### src/rtl/seq_mult_pkg.sv
// Shared definitions for the sequential shift-and-add multiplier and its 16-bit adder.
package seq_mult_pkg;

    typedef enum logic [1:0] {
        IDLE = 2'b00,
        CALC = 2'b01,
        DONE = 2'b10
    } state_t;

    localparam int ACC_W = 16;

endpackage

### src/rtl/fulladder.sv
// 16-bit ripple-carry adder: one full-adder cell per bit, carry chained LSB to MSB.
module fulladder
    import seq_mult_pkg::*;
(
    input  logic [ACC_W-1:0] a,
    input  logic [ACC_W-1:0] b,
    input  logic             cin,
    output logic [ACC_W-1:0] sum,
    output logic             cout
);

    logic w_carry;

    always_comb begin
        w_carry = cin;
        sum     = '0;
        for (int i = 0; i < ACC_W; i++) begin
            sum[i]  = a[i] ^ b[i] ^ w_carry;
            w_carry = (a[i] & b[i]) | (w_carry & (a[i] ^ b[i]));
        end
        cout = w_carry;
    end

endmodule

### src/rtl/seq_mult8.sv
// Sequential shift-and-add unsigned multiplier, one add step per clock, valid/ready in and out.
// Define EARLY_TERM_EN to leave CALC as soon as the remaining multiplier bits are all zero.
module seq_mult8
    import seq_mult_pkg::*;
#(
    parameter int WIDTH = 8
) (
    input  logic               clk,
    input  logic               rst_n,
    input  logic               in_valid,
    output logic               in_ready,
    input  logic [WIDTH-1:0]   a,
    input  logic [WIDTH-1:0]   b,
    output logic               out_valid,
    input  logic               out_ready,
    output logic [2*WIDTH-1:0] product,
    output logic               busy
);

    localparam int CNT_W = $clog2(WIDTH) + 1;

    state_t             r_state;
    state_t             w_state_nxt;
    logic [ACC_W-1:0]   r_acc;
    logic [ACC_W-1:0]   r_mcand;
    logic [WIDTH-1:0]   r_mplr;
    logic [CNT_W-1:0]   r_step_cnt;
    logic [ACC_W-1:0]   w_sum;
    logic               w_cout;
    logic               w_last_step;

    fulladder u_adder (
        .a    (r_acc),
        .b    (r_mcand),
        .cin  (1'b0),
        .sum  (w_sum),
        .cout (w_cout)
    );

`ifdef EARLY_TERM_EN
    assign w_last_step = (r_step_cnt == CNT_W'(WIDTH - 1)) || ((r_mplr >> 1) == '0);
`else
    assign w_last_step = (r_step_cnt == CNT_W'(WIDTH - 1));
`endif

    always_comb begin
        w_state_nxt = r_state;
        case (r_state)
            IDLE:    if (in_valid)    w_state_nxt = CALC;
            CALC:    if (w_last_step) w_state_nxt = DONE;
            DONE:    if (out_ready)   w_state_nxt = IDLE;
            default:                  w_state_nxt = IDLE;
        endcase
    end

    always_ff @(posedge clk) begin
        if (!rst_n) begin
            r_state    <= IDLE;
            r_acc      <= '0;
            r_mcand    <= '0;
            r_mplr     <= '0;
            r_step_cnt <= '0;
        end else begin
            r_state <= w_state_nxt;
            case (r_state)
                IDLE: if (in_valid) begin
                    r_mcand    <= {{(ACC_W - WIDTH){1'b0}}, a};
                    r_mplr     <= b;
                    r_acc      <= '0;
                    r_step_cnt <= '0;
                end
                CALC: begin
                    if (r_mplr[0]) r_acc <= w_sum;
                    r_mcand    <= r_mcand << 1;
                    r_mplr     <= r_mplr >> 1;
                    r_step_cnt <= r_step_cnt + CNT_W'(1);
                end
                default: ;
            endcase
        end
    end

    // Operands are bounded so the 16-bit accumulator can never carry out.
    always_ff @(posedge clk) begin
        if (rst_n && (r_state == CALC) && r_mplr[0]) begin
            assert (!w_cout);
        end
    end

    assign in_ready  = (r_state == IDLE);
    assign out_valid = (r_state == DONE);
    assign busy      = (r_state == CALC);
    assign product   = r_acc[2*WIDTH-1:0];

endmodule

### config.mk
export PLATFORM = sky130hd
export DESIGN_NAME = seq_mult8
export DESIGN_NICKNAME = d
export VERILOG_FILES = /design/src/rtl/seq_mult_pkg.sv /design/src/rtl/fulladder.sv /design/src/rtl/seq_mult8.sv
export SDC_FILE = /design/constraint.sdc
export NUM_CORES = 1
export LEC_CHECK = 0
export ABC_CLOCK_PERIOD_IN_PS = 9000
export BUFFER_PORTS_ARGS = -buffer_cell sky130_fd_sc_hd__buf_4
export CELL_PAD_IN_SITES_DETAIL_PLACEMENT = 0
export CELL_PAD_IN_SITES_GLOBAL_PLACEMENT = 1
export CORE_MARGIN = 2
export CORE_UTILIZATION = 42
export CTS_BUF_LIST = sky130_fd_sc_hd__clkbuf_8
export DETAILED_ROUTE_END_ITERATION = 8
export GPL_TIMING_DRIVEN = 0
export PLACE_DENSITY = 0.8
export SETUP_SLACK_MARGIN = 0.1
export SLEW_MARGIN = 30
export SYNTH_ARGS = -nofsm -noshare
export SYNTH_HDL_FRONTEND = slang
export SYNTH_HIERARCHICAL = 1
export SYNTH_SLANG_ARGS = --single-unit
### constraint.sdc
create_clock -name clk -period 9 [get_ports clk]
set_clock_uncertainty 0.1 [all_clocks]
set_input_delay 2.25 -clock clk [delete_from_list [all_inputs] [get_ports clk]]
set_output_delay 2.25 -clock clk [all_outputs]
set_load 0.005 [all_outputs]
==> results of run 1 <==
==> registers in the layout, summed over array words and instances, names as in the netlist <==
signal / flops
r_step_cnt: 4
product: 16
r_mcand: 16
r_state: 2
r_mplr: 8
==> where the power goes <==
part,switching (uW),internal [uW],total (uW),leakage (uW)
sequential,7.63,212,220,0.000375
combinational,30.1,29.7,59.8,0.000822
clock,66.9,51.4,118,0.0000466
==> layout make-up <==
cell class / count / area, sq um
fill: 544 / 2670
multi-input combinational: 171 / 1280
sequential: 46 / 921
timing repair buffer: 38 / 285
buffer: 19 / 108
tap: 72 / 90.1
clock buffer: 5 / 68.8
inverter: 12 / 45.0
clock inverter: 2 / 7.51
==> per-stage QoR <==
| stage | util, % | setup WS (ps) | power [uW] | std cells | area (sq um) |
|---|---|---|---|---|---|
| floorplan | - | 2290 | 264 | 248 | 2360 |
| global placement | 49.9 | 2040 | 284 | 358 | 2730 |
| detailed placement | 49.9 | 2020 | 285 | 358 | 2730 |
| CTS | 51.3 | 1970 | 403 | 365 | 2810 |
| global route | 51.3 | 1720 | 419 | 365 | 2810 |
| finish | 51.3 | 2000 | 398 | 365 | 2810 |
==> routing by layer <==
metal | track usage [%] | wire (um) | share of wire [%]
met5 | 0 | 0 | 0
met4 | 5.86 | 27 | 0.53
met3 | 3.86 | 186 | 3.7
met2 | 27.7 | 2430 | 48
met1 | 23.8 | 2430 | 48
==> cells in the final DEF, fill, tap and decap left out, types with 2 or more instances in the layout <==
cell,n
nand3_1,4
buf_6,2
a211oi_1,2
buf_2,7
nor2_1,28
clkbuf_8,5
nor2b_1,16
fa_1,16
nand2_1,34
buf_4,41
dfxtp_1,46
inv_1,14
o221a_2,14
clkbuf_1,5
mux2i_1,17
a22oi_1,9
a21oi_1,16
==> worst max-delay path by stage <==
stage               startpoint     endpoint  depth (start not counted)  slack [ps]
detailed placement  product[0]  product[15]                         22        2020
global route        product[0]  product[15]                         22        1720
floorplan           product[0]  product[15]                         22        2290
global placement    product[0]  product[15]                         22        2040
finish              product[0]  product[15]                         22        2000
CTS                 product[0]  product[15]                         22        1970
==> worst max-delay path: stages (launching register included) <==
cell	delay, ps
dfxtp_1	360
fa_1	430
inv_1	80
fa_1	170
inv_1	50
fa_1	400
fa_1	400
fa_1	390
fa_1	390
fa_1	380
fa_1	380
fa_1	380
fa_1	380
fa_1	390
fa_1	390
fa_1	390
fa_1	400
fa_1	370
inv_1	70
fa_1	400
inv_1	60
nand2_1	50
mux2i_1	120
==> reports/results.ini, run 1 <==
[run_status]
outcome=complete, no violations

[cells_and_area]
syn2layout_area_growth_pct=19.2
drive_gt1_share_pct=24.6
n_antenna_cell=0
nets=330

[sta]
setup_tns_ps=0
rsz0062_at_grt=no
fin_hold_ws_ps=382
finalHoldViolations=0
finalMaxSlewViolations=0
fin_crit_sh_pct=77.8
tightest_slew_ps=540
max_clock_freq_mhz=143
min_period_ps=7000
finalSetupViolCount=0
slew_headroom_pct=64.0

[clock_tree]
cts_root_buf=clkbuf_8
cts_resized=0
clk_latency_ps=300
cts_tree=done
cts_buffers=5
ctsHoldBuffers=0
cts.path.max_buffers=2
cts.sinks=46
cts_setup_buffers=0
clk_pin_slew_worst_paths_ps=80
htree_levels=2

[grt]
grt_pass1_wl_um=8440
grt_use_total_pct=17.5
grt_start_max_net_pins=13
grt_pass1_vias=1706
grt_antenna_before_repair=0
grt_overflow_total=0

[drt]
wire_per_inst_um=13.9
vias=1825
first_pass_iters=4
viasPerCell=5.00
drc=0
first_iter_violations=76
finalWirelength_um=5070
drtAntennaViolNets=0

[floorplan]
die_h_um=78.9
die_w_um=78.9
ioPinCount=39
fp.coreArea_sq_um=5470
die-area_sq_um=6220
initial_core_util_pct=43.0
fp-row-count=27

[synth]
synth_warnings=6
syn_area_sq_um=2360
syn_avg_cell_area_sq_um=9.50
syn_inst=248
synth_nets=285

[place]
port_buffers=38
dp_hpwl_um=3650
place_congestion=0.788

[pwr]
leakagePower_uw=0.00124
peakVddDrop_mv=0.0616
power.density_nw_per_um2=142

[setup_path]
startpoint_type=register
timing.rr.start=product[0]
endpoint_kind=register
regToRegSetupSlack_ps=2000
reg2reg_to=product[15]
worstSetupPathType=register to register
reg2reg_depth=22
required_ps=9130
crit_fanout=3
worstPathArrival_ps=7130

[worst_hold_path]
hold_class=register to register
holdCritStartpoint=product[15]
whs_endpoint=product[15]
holdPathStages=2

[run]
drv_cap=0

Power figures use the tool's default switching activity.
==> run 2, diff against run 1 <==
--- a/config.mk
+++ b/config.mk
@@ -5,7 +5,8 @@
 export SDC_FILE = /design/constraint.sdc
 export NUM_CORES = 1
 export LEC_CHECK = 0
-export ABC_CLOCK_PERIOD_IN_PS = 9000
+export ABC_AREA = 1
+export ABC_CLOCK_PERIOD_IN_PS = 6920
 export BUFFER_PORTS_ARGS = -buffer_cell sky130_fd_sc_hd__buf_4
 export CELL_PAD_IN_SITES_DETAIL_PLACEMENT = 0
 export CELL_PAD_IN_SITES_GLOBAL_PLACEMENT = 1
@@ -14,7 +15,7 @@
 export CTS_BUF_LIST = sky130_fd_sc_hd__clkbuf_8
 export DETAILED_ROUTE_END_ITERATION = 8
 export GPL_TIMING_DRIVEN = 0
-export PLACE_DENSITY = 0.8
+export PLACE_DENSITY = 0.83
 export SETUP_SLACK_MARGIN = 0.1
 export SLEW_MARGIN = 30
 export SYNTH_ARGS = -nofsm -noshare
==> constraint.sdc (replaced) <==
create_clock -name clk -period 6.92 [get_ports clk]
set_clock_uncertainty 0.1 [all_clocks]
set_input_delay 1.73 -clock clk [delete_from_list [all_inputs] [get_ports clk]]
set_output_delay 1.73 -clock clk [all_outputs]
set_load 0.005 [all_outputs]
==> reports/results.ini, run 2 <==
[floorplan]
die-area_sq_um=6110  ; was 6220 sq um
fp-row-count=26  ; was 27
fp.coreArea_sq_um=5200  ; was 5470 sq um
ioPinCount=39  ; unchanged
die_w_um=78.1  ; was 78.9 um
die_h_um=78.1  ; was 78.9 um
initial_core_util_pct=44.4  ; was 43.0%

[pwr]
pwr-share-seq_pct=52.0  ; was 55.2%
combPwrFrac_pct=16.7  ; was 15.1%
power.internal_uw=386  ; was 293 uW
switching_share_pct=29.3  ; was 26.3%
leakagePower_uw=0.00121  ; was 0.00124 uW
peakVddDrop_mv=0.105  ; was 0.0616 mV
clkPwrFrac_pct=31.3  ; was 29.7%
power.density_nw_per_um2=196  ; was 142 nW/um^2
switchingPower_uw=160  ; was 105 uW

[cells_and_area]
layout_common_cells=62 x nand3_1, 57 x nand2_1, 45 x dfxtp_1, 38 x buf_4, 31 x a21oi_1  ; was 46 x dfxtp_1, 41 x buf_4, 34 x nand2_1, 28 x nor2_1, 17 x mux2i_1
n_antenna_cell=0  ; unchanged
fin_area_sq_um=2780  ; was 2810 sq um
syn2layout_area_growth_pct=20.6  ; was 19.2%
nets=379  ; was 330
final_util_pct=53.5  ; was 51.3%
stdcell_count=413  ; was 365
fill_cells=535  ; was 544
final_common_cell=nand3_1  ; was dfxtp_1
drive_gt1_share_pct=22.2  ; was 24.6%

[clock_tree]
clk_latency_ps=300  ; about the same
cts.sinks=46  ; unchanged
cts_tree=done  ; unchanged
clk_pin_slew_worst_paths_ps=90  ; was 80 ps
cts_setup_buffers=0  ; unchanged
ctsHoldBuffers=0  ; unchanged
cts_buffers=5  ; unchanged
htree_levels=2  ; unchanged
cts_root_buf=clkbuf_8  ; unchanged
cts.path.max_buffers=2  ; unchanged

[grt]
grt_pass1_wl_um=9620  ; was 8440 um
grt_start_max_net_pins=14  ; was 13
grt_antenna_before_repair=0  ; unchanged
grt_overflow_total=0  ; unchanged
grt_pass1_vias=1938  ; was 1706
grt_use_total_pct=20.2  ; was 17.5%

[drt]
first_iter_violations=161  ; was 76
wire_per_inst_um=13.7  ; was 13.9 um
first_pass_iters=4  ; unchanged
drc=0  ; unchanged
finalWirelength_um=5670  ; was 5070 um
drtAntennaViolNets=0  ; unchanged
viasPerCell=5.01  ; was 5.00
vias=2070  ; was 1825

[setup_path]
endpoint_kind=register  ; unchanged
worstPathArrival_ps=6710  ; was 7130 ps
startpoint=product[0]  ; unchanged
startpoint_type=register  ; unchanged
timing.rr.start=product[0]  ; unchanged
required_ps=7050  ; was 9130 ps
reg2reg_to=product[15]  ; unchanged
worstSetupPathType=register to register  ; unchanged
reg2reg_depth=22  ; unchanged
regToRegSetupSlack_ps=340  ; was 2000 ps
crit_fanout=3  ; unchanged

[sta]
min_period_ps=6580  ; was 7000 ps
slew_headroom_pct=63.6  ; was 64.0%
finalHoldViolations=0  ; unchanged
max_clock_freq_mhz=152  ; was 143 MHz
finalMaxSlewViolations=0  ; unchanged
final.setup.worst_slack_ps=339  ; was 2000 ps
rsz0062_at_grt=no  ; unchanged
fin_crit_sh_pct=95.1  ; was 77.8%
tightest_slew_ps=545  ; was 540 ps
setup_tns_ps=0  ; unchanged
finalSetupViolCount=0  ; unchanged

[run_status]
outcome=complete, no violations  ; unchanged

[run]
drv_cap=0  ; unchanged

[place]
placed_area_sq_um=2670  ; was 2730 sq um
dp.cells=405  ; was 358
dp_hpwl_um=4000  ; was 3650 um
place_congestion=0.742  ; was 0.788
port_buffers=36  ; was 38
place_ws_ps=-141  ; was 2020 ps

[synth]
synth_nets=336  ; was 285
synth_warnings=6  ; unchanged
syn_inst=299  ; was 248
syn_avg_cell_area_sq_um=7.72  ; was 9.50 sq um
syn_area_sq_um=2310  ; was 2360 sq um

[worst_hold_path]
whs_endpoint=r_mplr[7]  ; was product[15]
holdPathStages=2  ; unchanged
hold_class=register to register  ; unchanged
holdCritStartpoint=r_mplr[7]  ; was product[15]

## run 2: final cells by class
| type | instances | area [sq um] | share of cell area [%] |
|---|---|---|---|
| timing repair buffer | 36 | 270 | 9.71 |
| sequential | 46 | 922 | 33.1 |
| clock inverter | 2 | 8.76 | 0.315 |
| inverter | 30 | 113 | 4.04 |
| clock buffer | 6 | 82.6 | 2.97 |
| tap | 70 | 87.6 | 3.15 |
| buffer | 16 | 78.8 | 2.83 |
| multi-input combinational | 207 | 1220 | 43.9 |
## run 2: what timing repair did
action | 4_1_cts | 5_1_grt
pin swaps | 0 | 1
resized for setup | 7 | 4
endpoints found under the setup margin | 1 | 1
## run 2: per-stage QoR
step	total power, uW	hold WS [ps]
2_1_floorplan	347	339
3_3_place_gp	380	351
3_5_place_dp	382	357
4_1_cts	551	371
5_1_grt	575	406
6_report	546	369
## run 2: power groups by stage
stage          clock [uW]  combinational, uW  sequential [uW]
2_1_floorplan           0               59.8              288
3_3_place_gp            0               90.7              289
3_5_place_dp            0               91.7              290
4_1_cts               175               92.1              284
5_1_grt               186                103              286
6_report              171               91.3              284
## run 2: worst max-delay path, stage by stage, from the launching register on
cell     delay [ps]
dfxtp_2         350
fa_1            420
inv_1            80
fa_1            160
inv_1            50
fa_2            360
fa_2            370
fa_1            390
fa_2            350
fa_2            350
fa_2            350
fa_2            340
fa_2            340
fa_2            340
fa_2            340
fa_2            340
fa_1            380
fa_1            370
inv_1            70
fa_1            400
inv_1            60
nand3_1          70
a21oi_1         130
## run 2: layer usage
layer	global-route usage, %	routed length [um]
met1	26.7	2600
met2	31.5	2780
met3	6.78	262
met4	6.32	27
met5	0	0
## run 2: worst max-delay path by stage
stage / end / slack, ps / cells after the start
3_3_place_gp: product[15] / -120 / 22
4_1_cts: product[15] / 120 / 22
5_1_grt: product[15] / 110 / 22
3_5_place_dp: product[15] / -140 / 22
6_report: product[15] / 340 / 22
2_1_floorplan: product[15] / 160 / 22
==> run 3, diff against run 2 <==
--- a/config.mk
+++ b/config.mk
@@ -7,15 +7,15 @@
 export LEC_CHECK = 0
 export ABC_AREA = 1
 export ABC_CLOCK_PERIOD_IN_PS = 6920
-export BUFFER_PORTS_ARGS = -buffer_cell sky130_fd_sc_hd__buf_4
 export CELL_PAD_IN_SITES_DETAIL_PLACEMENT = 0
 export CELL_PAD_IN_SITES_GLOBAL_PLACEMENT = 1
 export CORE_MARGIN = 2
 export CORE_UTILIZATION = 42
 export CTS_BUF_LIST = sky130_fd_sc_hd__clkbuf_8
 export DETAILED_ROUTE_END_ITERATION = 8
+export DONT_BUFFER_PORTS = 1
 export GPL_TIMING_DRIVEN = 0
-export PLACE_DENSITY = 0.83
+export PLACE_DENSITY = 0.75
 export SETUP_SLACK_MARGIN = 0.1
 export SLEW_MARGIN = 30
 export SYNTH_ARGS = -nofsm -noshare
==> reports/results.ini, run 3 (synthesis results as in run 2) <==
[setup_path]
endpoint_kind=register  ; unchanged
startpoint_type=register  ; unchanged
crit_slowest_cell=fa_1  ; unchanged
crit_fanout=3  ; unchanged
worstSetupPathType=register to register  ; unchanged
regToRegSetupSlack_ps=320  ; was 340 ps
crit_top_cell=fa_2  ; unchanged
required_ps=7050  ; about the same
worstPathArrival_ps=6730  ; was 6710 ps
cp_cell_sequence=fa_1, inv_1, fa_1, inv_1, fa_2, fa_2, fa_2, fa_2, fa_2, fa_2, fa_2, fa_2, fa_2, fa_2, fa_2, fa_2, fa_1, inv_1, fa_1, inv_1, nand3_1, a21oi_2  ; was fa_1, inv_1, fa_1, inv_1, fa_2, fa_2, fa_1, fa_2, fa_2, fa_2, fa_2, fa_2, fa_2, fa_2, fa_2, fa_1, fa_1, inv_1, fa_1, inv_1, nand3_1, a21oi_1
slowest_delay_ps=400  ; was 420 ps

[floorplan]
die_w_um=78.1  ; unchanged
fp-row-count=26  ; unchanged
die-area_sq_um=6110  ; unchanged
initial_core_util_pct=44.4  ; unchanged
ioPinCount=39  ; unchanged
fp.coreArea_sq_um=5200  ; unchanged
die_h_um=78.1  ; unchanged

[clock_tree]
cts.sinks=46  ; unchanged
clk_latency_ps=300  ; about the same
clk_pin_slew_worst_paths_ps=90  ; about the same
cts_tree=done  ; unchanged
cts_setup_buffers=0  ; unchanged
cts.path.max_buffers=2  ; unchanged
htree_levels=2  ; unchanged
cts_buffers=5  ; unchanged
cts_root_buf=clkbuf_8  ; unchanged

[pwr]
leakagePower_uw=0.00102  ; was 0.00121 uW
power.density_nw_per_um2=213  ; was 196 nW/um^2
peakVddDrop_mv=0.0939  ; was 0.105 mV

[cells_and_area]
fill_cells=545  ; was 535
drive_gt1_share_pct=14.0  ; was 22.2%
final_common_cell=nand3_1  ; unchanged
stdcell_count=377  ; was 413
n_antenna_cell=0  ; unchanged
final_util_pct=48.5  ; was 53.5%
layout_common_cells=62 x nand3_1, 57 x nand2_1, 45 x dfxtp_1, 30 x a21oi_1, 29 x nor2_1  ; was 62 x nand3_1, 57 x nand2_1, 45 x dfxtp_1, 38 x buf_4, 31 x a21oi_1
syn2layout_area_growth_pct=9.38  ; was 20.6%
multiInputGateArea_sq_um=1230  ; was 1220 sq um
regArea_sq_um=925  ; was 922 sq um
nets=343  ; was 379

[sta]
fin_crit_sh_pct=95.3  ; was 95.1%
max_clock_freq_mhz=152  ; about the same
setup_tns_ps=0  ; unchanged
rsz0062_at_grt=no  ; unchanged
tightest_slew_ps=583  ; was 545 ps
finalMaxSlewViolations=0  ; unchanged
min_period_ps=6600  ; was 6580 ps
slew_headroom_pct=61.1  ; was 63.6%
finalSetupViolCount=0  ; unchanged
final.setup.worst_slack_ps=325  ; was 339 ps
finalHoldViolations=0  ; unchanged
fin_hold_ws_ps=370  ; was 369 ps

[run_status]
outcome=complete, no violations  ; unchanged

[grt]
grt_pass1_wl_um=9440  ; was 9620 um
grt_use_total_pct=19.7  ; was 20.2%
grt_overflow_total=0  ; unchanged
grt_pass1_vias=1847  ; was 1938
grt_antenna_before_repair=0  ; unchanged
grt_start_max_net_pins=14  ; unchanged

[drt]
drc=0  ; unchanged
first_iter_violations=118  ; was 161
vias=1905  ; was 2070
drtAntennaViolNets=0  ; unchanged
viasPerCell=5.05  ; was 5.01
first_pass_iters=4  ; unchanged
wire_per_inst_um=14.8  ; was 13.7 um
finalWirelength_um=5590  ; was 5670 um

[place]
dp.cells=369  ; was 405
place_ws_ps=-149  ; was -141 ps
dp_hpwl_um=3820  ; was 4000 um
port_buffers=0  ; was 36
place_congestion=0.796  ; was 0.742

[worst_hold_path]
hold_class=register to register  ; unchanged

[run]
drv_cap=0  ; unchanged

run 3: changes by cell type in the layout (fill, tap and decap cells not counted), sizes merged:
cell  change
buf      -36
run 3: worst paths after layout:
| path | from | cells past startpoint | endpoint |
|---|---|---|---|
| worst max-delay path | product[0] | 22 | product[15] |
| worst min-delay path | r_mcand[15] | 2 | r_mcand[15] |
| worst max register to register | product[0] | 22 | product[15] |
| worst min register to register | r_mcand[15] | 2 | r_mcand[15] |
run 3: layer usage:
metal | wire, um | vias up | global-route usage [%]
li1 | - | 967 | -
met1 | 2670 | 893 | 27.3
met2 | 2590 | 38 | 30.2
met3 | 267 | 7 | 4.94
met4 | 62 | 0 | 6.32
met5 | 0 | - | 0
run 3: timing repair:
item | in CTS | in global routing
hold buffers | 0 | 0
setup endpoints to repair | 1 | 1
pin swaps | 0 | 2
gates resized for setup | 7 | 8
run 3: stage by stage:
stage               cell area, sq um  power (uW)
finish                          2520         537
detailed placement              2400         372
CTS                             2500         541
global placement                2400         371
global route                    2520         563
floorplan                       2310         347
run 3: where the power goes:
part	total (uW)	switching (uW)	internal [uW]
Sequential	283	9.00	274
Combinational	82.1	58.3	23.8
Clock	172	92.6	79.3
Total	537	160	377
run 3: final cells by class:
cell class | count | share of cell area, %
plain buffers | 16 | 3.12
clock buffers | 6 | 3.27
clock inverters | 2 | 0.347
inverters | 30 | 4.46
multi-input cells | 207 | 48.7
flip-flops and latches | 46 | 36.6
well taps | 70 | 3.47
run 3: worst max-delay path, delay by kind of cell (launching register included):
family                   cells  cell delay (ps)
AND/OR/NAND/NOR              1               90
adder cells (fa/ha/maj)     16             5560
AO/OA/AOI/OAI                1              140
flip-flops                   1              370
buffers and inverters        4              270
